<file path="src/rtl/hazard_ctrl_if.sv">
// Pipeline hazard signals exchanged between the datapath and the stall/flush sequencer.
interface hazard_ctrl_if;
  logic [4:0]  Rs_ID;
  logic [4:0]  Rt_ID;
  logic        uses_rs_ID;
  logic        uses_rt_ID;
  logic [1:0]  fp_op_ID;
  logic        MemRead_EXE;
  logic        FP_load_EXE;
  logic [4:0]  Rt_EXE;
  logic        Branch_taken_EXE;
  logic        Jmp_EXE;
  logic        PC_write;
  logic        IFID_write;
  logic        IFID_flush;
  logic        IDEXE_write;
  logic        IDEXE_bubble;
  logic        fp_busy;
  logic [15:0] stall_cycles;

  modport master (
    output Rs_ID, Rt_ID, uses_rs_ID, uses_rt_ID, fp_op_ID,
           MemRead_EXE, FP_load_EXE, Rt_EXE, Branch_taken_EXE, Jmp_EXE,
    input  PC_write, IFID_write, IFID_flush, IDEXE_write, IDEXE_bubble,
           fp_busy, stall_cycles
  );

  modport slave (
    input  Rs_ID, Rt_ID, uses_rs_ID, uses_rt_ID, fp_op_ID,
           MemRead_EXE, FP_load_EXE, Rt_EXE, Branch_taken_EXE, Jmp_EXE,
    output PC_write, IFID_write, IFID_flush, IDEXE_write, IDEXE_bubble,
           fp_busy, stall_cycles
  );
endinterface

</file>
<file path="src/rtl/hazard_ctrl.sv">
// Stall/flush sequencer for the 5-stage pipeline: redirect squash, FP mul/div EXE
// occupancy and load-use bubbles, plus a saturating stall-cycle counter.
module hazard_ctrl #(
  parameter int FP_MUL_LAT = 4,
  parameter int FP_DIV_LAT = 12
) (
  input  logic         Clk,
  input  logic         Rst,
  hazard_ctrl_if.slave hz
);

  typedef enum logic {IDLE, FP_BUSY} state_t;

  localparam logic [3:0] MUL_INIT = 4'(FP_MUL_LAT - 1);
  localparam logic [3:0] DIV_INIT = 4'(FP_DIV_LAT - 1);

  state_t      state, next_state;
  logic [3:0]  cnt, next_cnt;
  logic [15:0] stall_cnt;
  logic        redirect, load_use_hit;
  logic        pc_write, ifid_write, ifid_flush, idexe_write, idexe_bubble, fp_busy;

  // A load into integer $0 never creates a dependency, but FP $f0 is a real register.
  assign redirect     = hz.Branch_taken_EXE | hz.Jmp_EXE;
  assign load_use_hit = hz.MemRead_EXE & ((hz.Rt_EXE != 5'd0) | hz.FP_load_EXE) &
                        ((hz.uses_rs_ID & (hz.Rs_ID == hz.Rt_EXE)) |
                         (hz.uses_rt_ID & (hz.Rt_ID == hz.Rt_EXE)));

  always_ff @(posedge Clk) begin
    if (Rst) begin
      state <= IDLE;
      cnt   <= 4'd0;
    end else begin
      state <= next_state;
      cnt   <= next_cnt;
    end
  end

  always_comb begin
    next_state   = state;
    next_cnt     = cnt;
    pc_write     = 1'b1;
    ifid_write   = 1'b1;
    ifid_flush   = 1'b0;
    idexe_write  = 1'b1;
    idexe_bubble = 1'b0;
    fp_busy      = 1'b0;
    unique case (state)
      IDLE: begin
        if (redirect) begin
          ifid_flush   = 1'b1;
          idexe_bubble = 1'b1;
        end else if (load_use_hit) begin
          pc_write     = 1'b0;
          ifid_write   = 1'b0;
          idexe_bubble = 1'b1;
        end else if (hz.fp_op_ID == 2'b10) begin
          next_state = FP_BUSY;
          next_cnt   = MUL_INIT;
        end else if (hz.fp_op_ID == 2'b11) begin
          next_state = FP_BUSY;
          next_cnt   = DIV_INIT;
        end
      end
      FP_BUSY: begin
        pc_write    = 1'b0;
        ifid_write  = 1'b0;
        idexe_write = 1'b0;
        fp_busy     = 1'b1;
        // The issue cycle already counted as one EXE cycle, so leave once cnt reaches 1.
        if (cnt <= 4'd1) begin
          next_state = IDLE;
          next_cnt   = 4'd0;
        end else begin
          next_cnt = cnt - 4'd1;
        end
      end
      default: begin
        next_state = IDLE;
        next_cnt   = 4'd0;
      end
    endcase
    if (Rst) begin
      pc_write     = 1'b0;
      ifid_write   = 1'b0;
      ifid_flush   = 1'b1;
      idexe_write  = 1'b1;
      idexe_bubble = 1'b1;
      fp_busy      = 1'b0;
    end
  end

  always_ff @(posedge Clk) begin
    if (Rst) begin
      stall_cnt <= 16'd0;
    end else if (!pc_write && (stall_cnt != 16'hFFFF)) begin
      stall_cnt <= stall_cnt + 16'd1;
    end
  end

  assign hz.PC_write     = pc_write;
  assign hz.IFID_write   = ifid_write;
  assign hz.IFID_flush   = ifid_flush;
  assign hz.IDEXE_write  = idexe_write;
  assign hz.IDEXE_bubble = idexe_bubble;
  assign hz.fp_busy      = fp_busy;
  assign hz.stall_cycles = stall_cnt;

endmodule

</file>
<file path="src/flat_wrapper.sv">
// flat-port wrapper written by rule: the top's interface ports become plain ports
module hazard_ctrl_flat 
#(
  parameter int FP_MUL_LAT = 4,
  parameter int FP_DIV_LAT = 12
)
  (Clk, Rst, hz_Rs_ID, hz_Rt_ID, hz_uses_rs_ID, hz_uses_rt_ID, hz_fp_op_ID, hz_MemRead_EXE, hz_FP_load_EXE, hz_Rt_EXE, hz_Branch_taken_EXE, hz_Jmp_EXE, hz_PC_write, hz_IFID_write, hz_IFID_flush, hz_IDEXE_write, hz_IDEXE_bubble, hz_fp_busy, hz_stall_cycles);
  hazard_ctrl_if hz_i ();
  input  logic Clk;
  input  logic Rst;
  input wire logic [$bits(hz_i.Rs_ID)-1:0] hz_Rs_ID;
  input wire logic [$bits(hz_i.Rt_ID)-1:0] hz_Rt_ID;
  input wire logic [$bits(hz_i.uses_rs_ID)-1:0] hz_uses_rs_ID;
  input wire logic [$bits(hz_i.uses_rt_ID)-1:0] hz_uses_rt_ID;
  input wire logic [$bits(hz_i.fp_op_ID)-1:0] hz_fp_op_ID;
  input wire logic [$bits(hz_i.MemRead_EXE)-1:0] hz_MemRead_EXE;
  input wire logic [$bits(hz_i.FP_load_EXE)-1:0] hz_FP_load_EXE;
  input wire logic [$bits(hz_i.Rt_EXE)-1:0] hz_Rt_EXE;
  input wire logic [$bits(hz_i.Branch_taken_EXE)-1:0] hz_Branch_taken_EXE;
  input wire logic [$bits(hz_i.Jmp_EXE)-1:0] hz_Jmp_EXE;
  output wire logic [$bits(hz_i.PC_write)-1:0] hz_PC_write;
  output wire logic [$bits(hz_i.IFID_write)-1:0] hz_IFID_write;
  output wire logic [$bits(hz_i.IFID_flush)-1:0] hz_IFID_flush;
  output wire logic [$bits(hz_i.IDEXE_write)-1:0] hz_IDEXE_write;
  output wire logic [$bits(hz_i.IDEXE_bubble)-1:0] hz_IDEXE_bubble;
  output wire logic [$bits(hz_i.fp_busy)-1:0] hz_fp_busy;
  output wire logic [$bits(hz_i.stall_cycles)-1:0] hz_stall_cycles;
  assign hz_i.Rs_ID = hz_Rs_ID;
  assign hz_i.Rt_ID = hz_Rt_ID;
  assign hz_i.uses_rs_ID = hz_uses_rs_ID;
  assign hz_i.uses_rt_ID = hz_uses_rt_ID;
  assign hz_i.fp_op_ID = hz_fp_op_ID;
  assign hz_i.MemRead_EXE = hz_MemRead_EXE;
  assign hz_i.FP_load_EXE = hz_FP_load_EXE;
  assign hz_i.Rt_EXE = hz_Rt_EXE;
  assign hz_i.Branch_taken_EXE = hz_Branch_taken_EXE;
  assign hz_i.Jmp_EXE = hz_Jmp_EXE;
  assign hz_PC_write = hz_i.PC_write;
  assign hz_IFID_write = hz_i.IFID_write;
  assign hz_IFID_flush = hz_i.IFID_flush;
  assign hz_IDEXE_write = hz_i.IDEXE_write;
  assign hz_IDEXE_bubble = hz_i.IDEXE_bubble;
  assign hz_fp_busy = hz_i.fp_busy;
  assign hz_stall_cycles = hz_i.stall_cycles;
  hazard_ctrl #(.FP_MUL_LAT(FP_MUL_LAT), .FP_DIV_LAT(FP_DIV_LAT)) u_core (.Clk(Clk), .Rst(Rst), .hz(hz_i));
endmodule
</file>
<file path="config.mk">
export PLATFORM = sky130hd
export DESIGN_NAME = hazard_ctrl_flat
export DESIGN_NICKNAME = d
export VERILOG_FILES = /design/src/rtl/hazard_ctrl_if.sv /design/src/rtl/hazard_ctrl.sv /design/src/flat_wrapper.sv
export SDC_FILE = /design/constraint.sdc
export NUM_CORES = 1
export LEC_CHECK = 0
export CAP_MARGIN = 20
export CORE_MARGIN = 2
export CORE_UTILIZATION = 66
export DETAILED_ROUTE_END_ITERATION = 8
export DONT_BUFFER_PORTS = 1
export GPL_ROUTABILITY_DRIVEN = 0
export PLACE_DENSITY = 0.82
export SLEW_MARGIN = 40
export SYNTH_ARGS = -nofsm -noshare
export SYNTH_HDL_FRONTEND = slang
export SYNTH_SLANG_ARGS = --single-unit
export TNS_END_PERCENT = 30
</file>
<file path="constraint.sdc">
create_clock -name Clk -period 3.12 [get_ports Clk]
set_input_delay 0 -clock Clk [delete_from_list [all_inputs] [get_ports Clk]]
set_output_delay 0 -clock Clk [all_outputs]
set_load 0.02 [all_outputs]
</file>
* Word-level counts from Yosys, hierarchy flattened
Index checks and enable logic that the tools add are counted.
** Storage, ports and cells
- Flip-flop bits (word level) :: 21
- Logic and storage cells :: 53
** Operators by class
- $add $sub $neg :: 2
- Magnitude comparators :: 1
- Eq/ne operators :: 8
- Multiplexer cells :: 27
- Bitwise gates (word level) :: 8
- Reductions and logical operators :: 4
** Operators with widths (count)
- $mux 4 :: 5
- $mux 1 :: 19
- $add 16x1->16 const B :: 1
- $ne 16x16->1 const B :: 1
- $eq 5x5->1 :: 2
- $pmux 4 s2 :: 1
- $reduce_bool 5->1 :: 1
- $and 1x1->1 :: 4
- $eq 2x2->1 const B :: 2
- $le 4x1->1 const B :: 1
- $ne 2x2->1 const B :: 2
- $pmux 1 s2 :: 2
- $sub 4x1->4 const B :: 1
- $ne 3x1->1 const B :: 1
- $or 1x1->1 :: 3
- $reduce_and 3->1 :: 1
- $logic_and 1x1->1 :: 1
- $logic_not 1->1 :: 1
- $not 1->1 :: 1

* Longest topological paths before layout
Gate-level depths: netlist (run 1).
- Word-level depth :: 10
- Depth in mapped cells :: 8
- Mapped depth without buffers :: 7

* Worst setup path after synthesis (run 1)
OpenSTA, ideal clock, no wires.
- Path type :: flip-flop to flip-flop
- From :: reg u_core.stall_cnt[0], in the netlist u_core.hz.stall_cycles[0]
- To :: reg u_core.stall_cnt[5], in the netlist u_core.hz.stall_cycles[5]
- Setup time :: 118 ps
- Arrival :: 2052 ps
- Path slack :: 950 ps
- Cell stages (with the launch flop) :: 9
- Path buffers :: 1
- Path through :: dfxtp_1 > ha_1 > nand4_1 > or4_1 > and3_4 > a21oi_4 > buf_6 > nor3b_1 > o22a_1
** On the way
- Longest elaborated chain between the ends :: 2
- Elaborated cells on any way between the ends :: 3
** RTL lines
- from (decl) :: line hazard_ctrl.sv:19 : logic [15:0] stall_cnt;
- from (signal assigned) :: line hazard_ctrl.sv:97 : stall_cnt <= stall_cnt + 16'd1;
- branches (longest 2 deep; another with $add 16x1->16)
Several ways; the timed one is not identified.
A chain may end at the register's enable or synchronous reset.

* Worst setup path in the final report (run 1)
Ends and elaborated chain as after synthesis.

==> impl_metrics.prom, run 1 <==
# TYPE chip_impl_metric gauge
chip_impl_metric{name="portBuffers",unit=""} 0
chip_impl_metric{name="vdd_ir_drop_max",unit="mV"} 0.236
chip_impl_metric{name="worstPathArrival",unit="ns"} 2.65
chip_impl_info{name="crit_path_top_delay_cell",value="dfxtp_1"} 1
chip_impl_metric{name="setup_viol_count_final",unit=""} 0
chip_impl_metric{name="yosys_warnings",unit=""} 0
chip_impl_metric{name="initial_antenna_violation_count",unit=""} 0
chip_impl_metric{name="gr-usage-all-layers",unit="%"} 26.1
chip_impl_metric{name="power.leakage",unit="nW"} 0.430
chip_impl_metric{name="chipHeight",unit="microns"} 48.8
chip_impl_metric{name="total_number_of_clock_tree_sinks",unit=""} 21
chip_impl_metric{name="yosys_top_cell_area_share",unit="%"} 31.7
chip_impl_metric{name="n_antenna_cell",unit=""} 0
chip_impl_metric{name="final.setup.tns",unit="ns"} 0
chip_impl_metric{name="grt_pass1_wl",unit="microns"} 4940
chip_impl_info{name="timing.critical_path.to_type",value="register"} 1
chip_impl_metric{name="nets",unit=""} 189
chip_impl_metric{name="async_reset_ff_share",unit="%"} 0
chip_impl_metric{name="yosys.cell_types.count",unit=""} 43
chip_impl_metric{name="gate_count_after_technology_mapping",unit=""} 159
chip_impl_metric{name="timing.hold.ws",unit="ns"} 0.0256
chip_impl_info{name="path_class",value="register to register"} 1
chip_impl_metric{name="drt-initial-drc-count",unit=""} 26
chip_impl_info{name="outcome",value="completed"} 1
chip_impl_metric{name="period_needed",unit="ns"} 2.43
chip_impl_metric{name="yosysSeqAreaShare",unit="%"} 31.7
chip_impl_info{name="ctsRootBufferMaster",value="clkbuf_4"} 1
chip_impl_metric{name="cts-buffers-inserted",unit=""} 3
chip_impl_metric{name="critPathMaxFanout",unit=""} 17
chip_impl_info{name="post_synth_main_area_contributors",value="dfxtp_1 32%, xnor2_1 6.6%, a21oi_1 5.3%"} 1
chip_impl_metric{name="hpwlAfterDp",unit="microns"} 2190
chip_impl_metric{name="final_hold_viol_count",unit=""} 0
chip_impl_metric{name="drt_drc_violations_left",unit=""} 0
chip_impl_metric{name="power-per-cell-area",unit="mW/mm^2"} 373
chip_impl_metric{name="worst_path_largest_cell_delay",unit="ns"} 0.59
chip_impl_info{name="globalRoute.busiestLayer",value="met2"} 1
chip_impl_metric{name="worst_skew_pair.late_latency",unit="ns"} 0.32
chip_impl_metric{name="tightestPinTransition",unit="ns"} 0.577
chip_impl_metric{name="fin_crit_sh",unit="%"} 77.8
chip_impl_metric{name="cts_h_tree_depth",unit=""} 1
chip_impl_metric{name="detail-route-antenna-nets",unit=""} 0
chip_impl_metric{name="count_of_final_max_slew_check_failures",unit=""} 0
chip_impl_info{name="ys_top_cells_by_count",value="21 x dfxtp_1, 14 x a21oi_1, 12 x nor2_1, 10 x nand4_1, 10 x xnor2_1"} 1
chip_impl_metric{name="area_growth",unit="%"} 3.78
chip_impl_metric{name="die_area",unit="sq mm"} 0.00238
chip_impl_metric{name="drt-total-wl",unit="microns"} 2870
chip_impl_metric{name="grt_pass1_vias",unit=""} 1156
chip_impl_metric{name="synth.cell_area",unit="sq mm"} 0.00133
chip_impl_metric{name="drive_gt1_share",unit="%"} 13.1
chip_impl_info{name="ys.flop_type",value="dfxtp_1"} 1
chip_impl_info{name="synth_top_cell_by_area",value="dfxtp_1"} 1
chip_impl_info{name="setup_repair_after_global_routing_missed_its_margin",value="false"} 1
chip_impl_metric{name="synthesis.area_per_instance",unit="sq um"} 8.33
chip_impl_metric{name="postPlaceCellArea",unit="sq mm"} 0.00133
chip_impl_metric{name="postLayoutCellArea",unit="sq mm"} 0.00138
chip_impl_metric{name="dieWidth",unit="microns"} 48.8
chip_impl_info{name="synth.most_common_cell",value="dfxtp_1"} 1
chip_impl_metric{name="relSlewSlack",unit="%"} 61.3
chip_impl_info{name="startpoint_type",value="register"} 1
chip_impl_info{name="cells_traversed_along_the_worst_timing_path",value="ha_1, nand4_1, or4_1, and3_4, a21oi_4, nor3b_1, o22a_1"} 1
chip_impl_metric{name="required",unit="ns"} 3.35
chip_impl_metric{name="core.rowCount",unit=""} 16
chip_impl_metric{name="fin_util",unit="%"} 71.5
chip_impl_info{name="min-delay-path-class",value="primary input to register"} 1
chip_impl_metric{name="maxCapViolCount",unit=""} 0
chip_impl_metric{name="met1_usage",unit="%"} 29.5
chip_impl_metric{name="final.fill_count",unit=""} 160
chip_impl_metric{name="clk_path_buf_depth",unit=""} 2
chip_impl_metric{name="ctsResizeCount",unit=""} 0
chip_impl_metric{name="drt-wirelength-per-cell",unit="microns"} 15.3
chip_impl_metric{name="reg2reg_slack",unit="ns"} 0.69
chip_impl_metric{name="synth_enable_flop_cells",unit=""} 0
chip_impl_metric{name="max_freq",unit="GHz"} 0.412
chip_impl_metric{name="synthesis.nets",unit=""} 187
chip_impl_metric{name="detail_route.first_pass.iterations",unit=""} 4
chip_impl_metric{name="clkSlewWorstSetupHoldPaths",unit="ns"} 0.12
chip_impl_metric{name="route.detailed.vias_per_inst",unit=""} 6.57
chip_impl_metric{name="postSynthRegisterBits",unit=""} 21
chip_impl_metric{name="gr-total-overflow",unit=""} 0
chip_impl_metric{name="via_count",unit=""} 1228
chip_impl_info{name="clock_tree_from_tritoncts",value="built"} 1
chip_impl_metric{name="grt_start_max_net_pins",unit=""} 27
chip_impl_metric{name="grt.met2_usage",unit="%"} 47.0
chip_impl_metric{name="cts_setup_buffers",unit=""} 0
chip_impl_metric{name="initial_core_util",unit="%"} 68.9
chip_impl_metric{name="timing.clock.skew",unit="ns"} 0.00387
chip_impl_metric{name="io-pin-count",unit=""} 47
chip_impl_metric{name="placeableCoreArea",unit="sq mm"} 0.00192
chip_impl_metric{name="global_route.usage.met3",unit="%"} 4.91
[through the flow]
stage          power, mW  cells  setup WS, ns
3_5_place_dp       0.376    181         0.719
6_report           0.513    187         0.692
2_1_floorplan      0.368    159         0.950
4_1_cts            0.516    187         0.657
3_3_place_gp       0.372    181         0.770
5_1_grt            0.537    187         0.515
[layout make-up]
type | instances | area [sq um] | share of cell area, %
Clock buffer | 3 | 22.5 | 1.64
Inverter | 6 | 22.5 | 1.64
Multi-Input combinational cell | 126 | 848 | 61.7
Tap cell | 27 | 33.8 | 2.46
Clock inverter | 1 | 5.00 | 0.364
Sequential cell | 21 | 420 | 30.6
Timing Repair Buffer | 3 | 22.5 | 1.64
[state kept, by name, indices dropped and copies added, names as in the netlist]
signal	flops
u_core.state	1
u_core.cnt	4
u_core.hz.stall_cycles	16
[layout by cell type, fill, tap and decap left out, types with 2 or more instances in the layout]
| master | netlist | layout |
|---|---|---|
| a31oi_1 | 2 | 2 |
| xnor2_1 | 10 | 10 |
| a21oi_1 | 14 | 14 |
| nor3_1 | 2 | 2 |
| ha_1 | 3 | 3 |
| dfxtp_1 | 21 | 21 |
| nand3b_1 | 2 | 2 |
| and3_1 | 2 | 2 |
| o21ai_0 | 9 | 9 |
| nand4_1 | 10 | 10 |
| or3_1 | 4 | 4 |
| nand2_1 | 7 | 7 |
| nor4_1 | 2 | 2 |
| clkbuf_4 | 0 | 3 |
| nor2_1 | 12 | 12 |
| mux2i_1 | 2 | 2 |
| or3_2 | 4 | 4 |
| mux2_2 | 3 | 3 |
| or2_2 | 2 | 2 |
| inv_1 | 6 | 6 |
| o31a_1 | 2 | 2 |
| or4_2 | 2 | 2 |
| nor2b_1 | 3 | 3 |
| o31ai_1 | 4 | 4 |
| or4_1 | 4 | 4 |
| nand3_1 | 6 | 6 |
[worst max-delay path, delay by kind of cell, from the launching register on]
family | cells | cell delay [ns]
flops | 1 | 0.59
compound gates | 2 | 0.56
fa+ha+maj | 1 | 0.32
simple gates | 4 | 0.86
[routing by layer]
layer  vias to the layer above  part of all wire [%]
met4                         0                   2.1
met5                         -                     0
li1                        605                     -
met1                       569                    41
met2                        47                    51
met3                         7                   5.6
[timing repair]
item / in CTS / in global routing
hold buffers: 2 / 0
hold endpoints to repair: 21 / 0
setup endpoints to repair: 0 / 0
[cell families after synthesis]
kind of cell    synth area share, %
compound gates                 20.4
xor+xnor                       7.27
fa+ha+maj                      2.83
buf+inv                        4.25
flops                          31.7
mux                            4.06
simple gates                   29.5
[where the power goes]
part	switching, mW	total, mW	internal (mW)
combinational	0.0490	0.0831	0.0340
clock	0.0888	0.137	0.0481
sequential	0.0173	0.293	0.276
total	0.155	0.513	0.358
[path summary, 6_finish.rpt]
path | startpoint | endpoint | cells past startpoint
min reg2reg | u_core.cnt[0] | u_core.cnt[0] | 1
max | u_core.hz.stall_cycles[0] | u_core.hz.stall_cycles[5] | 7
max reg2reg | u_core.hz.stall_cycles[0] | u_core.hz.stall_cycles[5] | 7
min | hz_fp_op_ID[1] | u_core.cnt[3] | 3
Power figures use the tool's default switching activity.
==> run 2: changes to the inputs <==
Settings changed: CORE_UTILIZATION 66 to 56, PLACE_DENSITY 0.82 to 0.74.
Clock period 3.12 ns to 2.04 ns, I/O delays scaled along.
==> run 2 against run 1 <==
Combinational power grew 110%. Critical path depth is the same. Final area grew 18%. Clock power grew 53%. Die area grew 16%. Total power grew 60%. First-iteration DRC count shrank 15%. Non-clock buffer count grew 27. Worst setup slack lost 0.65 ns. Via count grew 9.0%.
==> impl_metrics.prom, run 2 (same netlist as run 1, synthesis figures left out) <==
# TYPE chip_impl_metric gauge
chip_impl_metric{name="setup_viol_count_final",unit=""} 0
chip_impl_metric{name="die_area",unit="sq mm"} 0.00277
chip_impl_metric{name="drive_gt1_share",unit="%"} 28.3
chip_impl_metric{name="worstPathArrival",unit="ns"} 2.19
chip_impl_info{name="cells_traversed_along_the_worst_timing_path",value="nand4_1, or4_1, and3_4, a21oi_4, buf_4, mux2i_1, nor2_1"} 1
chip_impl_metric{name="drt-total-wl",unit="microns"} 3370
chip_impl_metric{name="layout_setup_ws",unit="ns"} 0.0381
chip_impl_metric{name="placeableCoreArea",unit="sq mm"} 0.00223
chip_impl_info{name="ctsRootBufferMaster",value="clkbuf_4"} 1
chip_impl_metric{name="max_freq",unit="GHz"} 0.500
chip_impl_info{name="most-common-layout-cells",value="25 x buf_4, 15 x dfxtp_1, 12 x nor2_1, 12 x a21oi_1"} 1
chip_impl_metric{name="maxCapViolCount",unit=""} 0
chip_impl_info{name="min-delay-start",value="hz_fp_op_ID[1]"} 1
chip_impl_info{name="min-delay-path-class",value="primary input to register"} 1
chip_impl_metric{name="final_hold_viol_count",unit=""} 0
chip_impl_info{name="timing.critical_path.to_type",value="register"} 1
chip_impl_metric{name="clk_path_buf_depth",unit=""} 2
chip_impl_metric{name="area.sequential",unit="sq um"} 428
chip_impl_metric{name="final.fill_count",unit=""} 184
chip_impl_metric{name="gr-usage-all-layers",unit="%"} 25.8
chip_impl_metric{name="fin_util",unit="%"} 72.7
chip_impl_metric{name="initial_core_util",unit="%"} 59.3
chip_impl_metric{name="grt_pass1_wl",unit="microns"} 5390
chip_impl_info{name="outcome",value="completed"} 1
chip_impl_info{name="startpoint_type",value="register"} 1
chip_impl_metric{name="grt_start_max_net_pins",unit=""} 22
chip_impl_metric{name="count_of_final_max_slew_check_failures",unit=""} 0
chip_impl_metric{name="relSlewSlack",unit="%"} 47.9
chip_impl_metric{name="clkSlewWorstSetupHoldPaths",unit="ns"} 0.13
chip_impl_metric{name="timing.hold.ws",unit="ns"} 0.0343
chip_impl_metric{name="detail_route.first_pass.iterations",unit=""} 5
chip_impl_metric{name="largest_register_ffs",unit=""} 16
chip_impl_metric{name="dpl_worst_slack",unit="ns"} -0.00201
chip_impl_metric{name="nets",unit=""} 216
chip_impl_metric{name="worst_skew_pair.late_latency",unit="ns"} 0.31
chip_impl_metric{name="route.detailed.vias_per_inst",unit=""} 6.23
chip_impl_metric{name="required",unit="ns"} 2.23
chip_impl_info{name="crit_path_top_delay_cell",value="or4_1"} 1
chip_impl_metric{name="multiInputGateArea",unit="sq um"} 873
chip_impl_info{name="clock_tree_from_tritoncts",value="built"} 1
chip_impl_metric{name="chipHeight",unit="microns"} 52.6
chip_impl_metric{name="dieWidth",unit="microns"} 52.6
chip_impl_metric{name="portBuffers",unit=""} 0
chip_impl_metric{name="fin_crit_sh",unit="%"} 98.1
chip_impl_metric{name="period_needed",unit="ns"} 2.00
chip_impl_metric{name="io-pin-count",unit=""} 47
chip_impl_metric{name="drt_drc_violations_left",unit=""} 0
chip_impl_info{name="cp-startpoint",value="u_core.hz.stall_cycles[5]"} 1
chip_impl_metric{name="gr-total-overflow",unit=""} 0
chip_impl_metric{name="total_number_of_clock_tree_sinks",unit=""} 21
chip_impl_metric{name="n_antenna_cell",unit=""} 0
chip_impl_metric{name="power.leakage",unit="nW"} 0.577
chip_impl_metric{name="area_growth",unit="%"} 22.5
chip_impl_metric{name="core.rowCount",unit=""} 17
chip_impl_metric{name="cts-buffers-inserted",unit=""} 3
chip_impl_info{name="path_class",value="register to register"} 1
chip_impl_metric{name="power-per-cell-area",unit="mW/mm^2"} 506
chip_impl_metric{name="drt-initial-drc-count",unit=""} 22
chip_impl_metric{name="worst_path_largest_cell_delay",unit="ns"} 0.59
chip_impl_info{name="regToRegStartpoint",value="u_core.hz.stall_cycles[5]"} 1
chip_impl_metric{name="via_count",unit=""} 1339
chip_impl_metric{name="totalPowerFinal",unit="mW"} 0.821
chip_impl_metric{name="cts_h_tree_depth",unit=""} 1
chip_impl_metric{name="initial_antenna_violation_count",unit=""} 0
chip_impl_info{name="most_common_cell_after_layout_fill_and_taps_aside",value="buf_4"} 1
chip_impl_metric{name="timing.clock.skew",unit="ns"} 0.00815
chip_impl_metric{name="critPathMaxFanout",unit=""} 3
chip_impl_metric{name="grt_pass1_vias",unit=""} 1274
chip_impl_metric{name="drt-wirelength-per-cell",unit="microns"} 15.7
chip_impl_metric{name="detail-route-antenna-nets",unit=""} 0
chip_impl_metric{name="tightestPinTransition",unit="ns"} 0.779
chip_impl_metric{name="reg2reg_slack",unit="ns"} 0.04
chip_impl_metric{name="vdd_ir_drop_max",unit="mV"} 0.360
chip_impl_metric{name="hpwlAfterDp",unit="microns"} 2520
chip_impl_info{name="setup_repair_after_global_routing_missed_its_margin",value="true"} 1
[run 2: area by class of cell]
type | instances | share of cell area (%)
inverters | 6 | 1.39
flip-flops and latches | 21 | 26.4
clock buffers | 4 | 1.62
multi-input cells | 126 | 53.8
well taps | 28 | 2.16
repair buffers | 30 | 14.6
[run 2: final timing paths]
| check | depth (start not counted) | endpoint |
|---|---|---|
| setup / recovery | 7 | u_core.hz.stall_cycles[1] |
| hold / removal | 3 | u_core.cnt[3] |
| setup reg to reg | 7 | u_core.hz.stall_cycles[1] |
| hold reg to reg | 2 | u_core.hz.stall_cycles[13] |
[run 2: repair_timing]
| action | CTS | global route |
|---|---|---|
| setup endpoints to repair | 4 | 6 |
| endpoints found under the hold margin | 21 | 0 |
| buffers inserted | 2 | 0 |
| pin swaps | 1 | 1 |
| resized for setup | 0 | 4 |
| hold buffers | 5 | 0 |
[run 2: layer usage]
layer,vias to the layer above,GRT usage [%],part of all wire [%]
met3,7,5.43,5.9
met2,44,45.4,50
li1,656,-,-
met4,0,11.5,1.4
met5,-,0,0
met1,632,29.5,42
[run 2: worst max-delay path, delay by kind of cell (launching register included)]
family,cells,cell delay [ns]
simple gates,4,1.04
flops,1,0.35
mux,1,0.21
compound gates,1,0.15
buf+inv,1,0.14
[run 2: report_power, final]
part	leakage, nW	internal, mW	switching [mW]
sequential	0.173	0.423	0.0113
clock	0.0150	0.0764	0.134
combinational	0.389	0.0769	0.0998
[run 2: through the flow]
step           setup TNS (ns)  instance area (sq um)  std cells
3_3_place_gp                0                   1510        204
4_1_cts                     0                   1600        215
6_report                    0                   1620        215
2_1_floorplan               0                   1340        159
3_5_place_dp         -0.00201                   1510        204
5_1_grt                -0.163                   1620        215
==> run 3: changes to the inputs <==
Settings changed: REMOVE_ABC_BUFFERS set to 1.
==> run 3 against run 2 <==
The flow now finishes with violations (hold timing, setup timing). Die area unchanged. Critical path depth rose by 2. Core utilization grew 2.7 points.
==> impl_metrics.prom, run 3 (same netlist as run 1, synthesis figures left out) <==
# TYPE chip_impl_metric gauge
chip_impl_metric{name="nets",unit=""} 222
chip_impl_info{name="clock_tree_from_tritoncts",value="built"} 1
chip_impl_metric{name="drive_gt1_share",unit="%"} 26.4
chip_impl_metric{name="largest_register_ffs",unit=""} 16
chip_impl_metric{name="power-per-cell-area",unit="mW/mm^2"} 487
chip_impl_metric{name="tightestPinTransition",unit="ns"} 0.424
chip_impl_metric{name="grt_pass1_vias",unit=""} 1308
chip_impl_metric{name="clkSlewWorstSetupHoldPaths",unit="ns"} 0.13
chip_impl_metric{name="required",unit="ns"} 2.29
chip_impl_metric{name="die_area",unit="sq mm"} 0.00277
chip_impl_metric{name="fin_crit_sh",unit="%"} 100
chip_impl_metric{name="max_freq",unit="GHz"} 0.490
chip_impl_metric{name="placeableCoreArea",unit="sq mm"} 0.00223
chip_impl_info{name="most_common_cell_after_layout_fill_and_taps_aside",value="buf_4"} 1
chip_impl_metric{name="period_needed",unit="ns"} 2.04
chip_impl_metric{name="total_number_of_clock_tree_sinks",unit=""} 21
chip_impl_metric{name="final_hold_viol_count",unit=""} 14
chip_impl_metric{name="relSlewSlack",unit="%"} 71.7
chip_impl_metric{name="cts_h_tree_depth",unit=""} 1
chip_impl_metric{name="initial_antenna_violation_count",unit=""} 0
chip_impl_metric{name="detail_route.first_pass.iterations",unit=""} 4
chip_impl_info{name="setup_repair_after_global_routing_missed_its_margin",value="true"} 1
chip_impl_metric{name="initial_core_util",unit="%"} 59.3
chip_impl_metric{name="area_growth",unit="%"} 27.1
chip_impl_metric{name="grt_start_max_net_pins",unit=""} 30
chip_impl_metric{name="gr-total-overflow",unit=""} 0
chip_impl_metric{name="dp.cells",unit=""} 205
chip_impl_metric{name="gr-usage-all-layers",unit="%"} 26.4
chip_impl_metric{name="worstPathBufferInverterCount",unit=""} 2
chip_impl_metric{name="worstPathArrival",unit="ns"} 2.29
chip_impl_metric{name="drt_drc_violations_left",unit=""} 0
chip_impl_metric{name="critPathMaxFanout",unit=""} 9
chip_impl_metric{name="hpwlAfterDp",unit="microns"} 2370
chip_impl_info{name="timing.critical_path.max_delay_family",value="simple AND/OR/NAND/NOR gates"} 1
chip_impl_info{name="violated_checks",value="hold timing, setup timing"} 1
chip_impl_metric{name="route.detailed.vias_per_inst",unit=""} 6.19
chip_impl_info{name="startpoint_type",value="register"} 1
chip_impl_info{name="cells_traversed_along_the_worst_timing_path",value="ha_2, buf_4, nand2_1, nor2_2, a21oi_2, a21oi_4, buf_6, or4_2, a21oi_1"} 1
chip_impl_metric{name="final.fill_count",unit=""} 181
chip_impl_metric{name="count_of_final_max_slew_check_failures",unit=""} 0
chip_impl_metric{name="dpl_worst_slack",unit="ns"} 0.00454
chip_impl_metric{name="worst_skew_pair.late_latency",unit="ns"} 0.31
chip_impl_info{name="most-common-layout-cells",value="24 x buf_4, 20 x dfxtp_1, 12 x a21oi_1"} 1
chip_impl_info{name="crit_path_top_delay_cell",value="or4_2"} 1
chip_impl_metric{name="clk_path_buf_depth",unit=""} 2
chip_impl_metric{name="chipHeight",unit="microns"} 52.6
chip_impl_metric{name="io-pin-count",unit=""} 47
chip_impl_metric{name="area.sequential",unit="sq um"} 422
chip_impl_info{name="min-delay-path-class",value="primary input to register"} 1
chip_impl_info{name="path_class",value="register to register"} 1
chip_impl_metric{name="timing.hold.ws",unit="ns"} -0.269
chip_impl_metric{name="core.rowCount",unit=""} 17
chip_impl_metric{name="portBuffers",unit=""} 0
chip_impl_metric{name="n_antenna_cell",unit=""} 0
chip_impl_metric{name="final.setup.tns",unit="ns"} -0.000292
chip_impl_metric{name="worst_path_largest_cell_delay",unit="ns"} 0.60
chip_impl_metric{name="layout_setup_ws",unit="ns"} -0.000292
chip_impl_metric{name="maxCapViolCount",unit=""} 0
chip_impl_metric{name="finish.cell_count_without_fillers",unit=""} 221
chip_impl_metric{name="power.leakage",unit="nW"} 0.620
chip_impl_metric{name="via_count",unit=""} 1368
chip_impl_metric{name="drt-initial-drc-count",unit=""} 37
chip_impl_info{name="outcome",value="finished, violations left"} 1
chip_impl_metric{name="drt-wirelength-per-cell",unit="microns"} 15.2
chip_impl_metric{name="drt-total-wl",unit="microns"} 3370
chip_impl_metric{name="multiInputGateArea",unit="sq um"} 866
chip_impl_metric{name="cts-buffers-inserted",unit=""} 3
chip_impl_metric{name="vdd_ir_drop_max",unit="mV"} 0.457
chip_impl_metric{name="timing.clock.skew",unit="ns"} 0.00751
chip_impl_metric{name="grt_pass1_wl",unit="microns"} 5600
chip_impl_metric{name="dieWidth",unit="microns"} 52.6
chip_impl_metric{name="hold_buffers",unit=""} 10
chip_impl_metric{name="detail-route-antenna-nets",unit=""} 0
chip_impl_info{name="ctsRootBufferMaster",value="clkbuf_4"} 1
chip_impl_info{name="timing.critical_path.to_type",value="register"} 1
chip_impl_metric{name="setup_viol_count_final",unit=""} 1
run 3: routing by layer:
layer	vias to the layer above	GRT usage, %	share of wire, %
li1	665	-	-
met1	651	30.9	42
met2	48	48.3	51
met3	4	5.71	5.8
met4	0	6.41	0.95
met5	-	0	0
run 3: layout make-up:
class / instances / share of cell area [%]
clock inverter: 1 / 0.297
inverter: 6 / 1.34
timing repair buffer: 36 / 18.5
tap: 28 / 2.08
sequential: 21 / 25.0
multi-input combinational: 126 / 51.4
clock buffer: 3 / 1.34
run 3: worst register-to-register path, cell delays in order, from the launching register on:
cell	delay (ns)
dfxtp_2	0.35
ha_2	0.20
buf_4	0.15
nand2_1	0.07
nor2_2	0.07
a21oi_2	0.18
a21oi_4	0.06
buf_6	0.15
or4_2	0.60
a21oi_1	0.15
run 3: where the power goes:
group	internal, mW	switching [mW]	leakage (nW)	total [mW]
logic	0.0800	0.0942	0.432	0.174
clock network	0.0733	0.140	0.0177	0.213
registers	0.422	0.00972	0.170	0.432
run 3: path summary, 6_finish.rpt:
check	cells past startpoint	slack (ns)	startpoint	end
setup reg to reg	9	-0.0003	u_core.hz.stall_cycles[0]	u_core.hz.stall_cycles[8]
hold reg to reg	2	0.54	u_core.hz.stall_cycles[10]	u_core.hz.stall_cycles[10]
setup / recovery	9	-0.0003	u_core.hz.stall_cycles[0]	u_core.hz.stall_cycles[8]
hold / removal	1	-0.27	Rst	u_core.hz.stall_cycles[3]
run 3: what timing repair did:
action                                  4_1_cts  5_1_grt
setup buffers                                 0        2
pin swaps                                     1        1
endpoints found under the hold margin        21       14
endpoints found under the setup margin        3       11
gates resized for setup                       2        5
cloned                                        0        0
run 3: per-stage QoR:
| stage | utilization (%) | power (mW) | hold WS [ns] | cell area (sq um) |
|---|---|---|---|---|
| 2_1_floorplan | - | 0.550 | 0.0691 | 1290 |
| 3_3_place_gp | 67.5 | 0.582 | 0.0727 | 1510 |
| 3_5_place_dp | 67.5 | 0.588 | 0.0745 | 1510 |
| 4_1_cts | 73.4 | 0.801 | -0.264 | 1640 |
| 5_1_grt | 75.4 | 0.854 | -0.280 | 1680 |
| 6_report | 75.4 | 0.820 | -0.269 | 1680 |
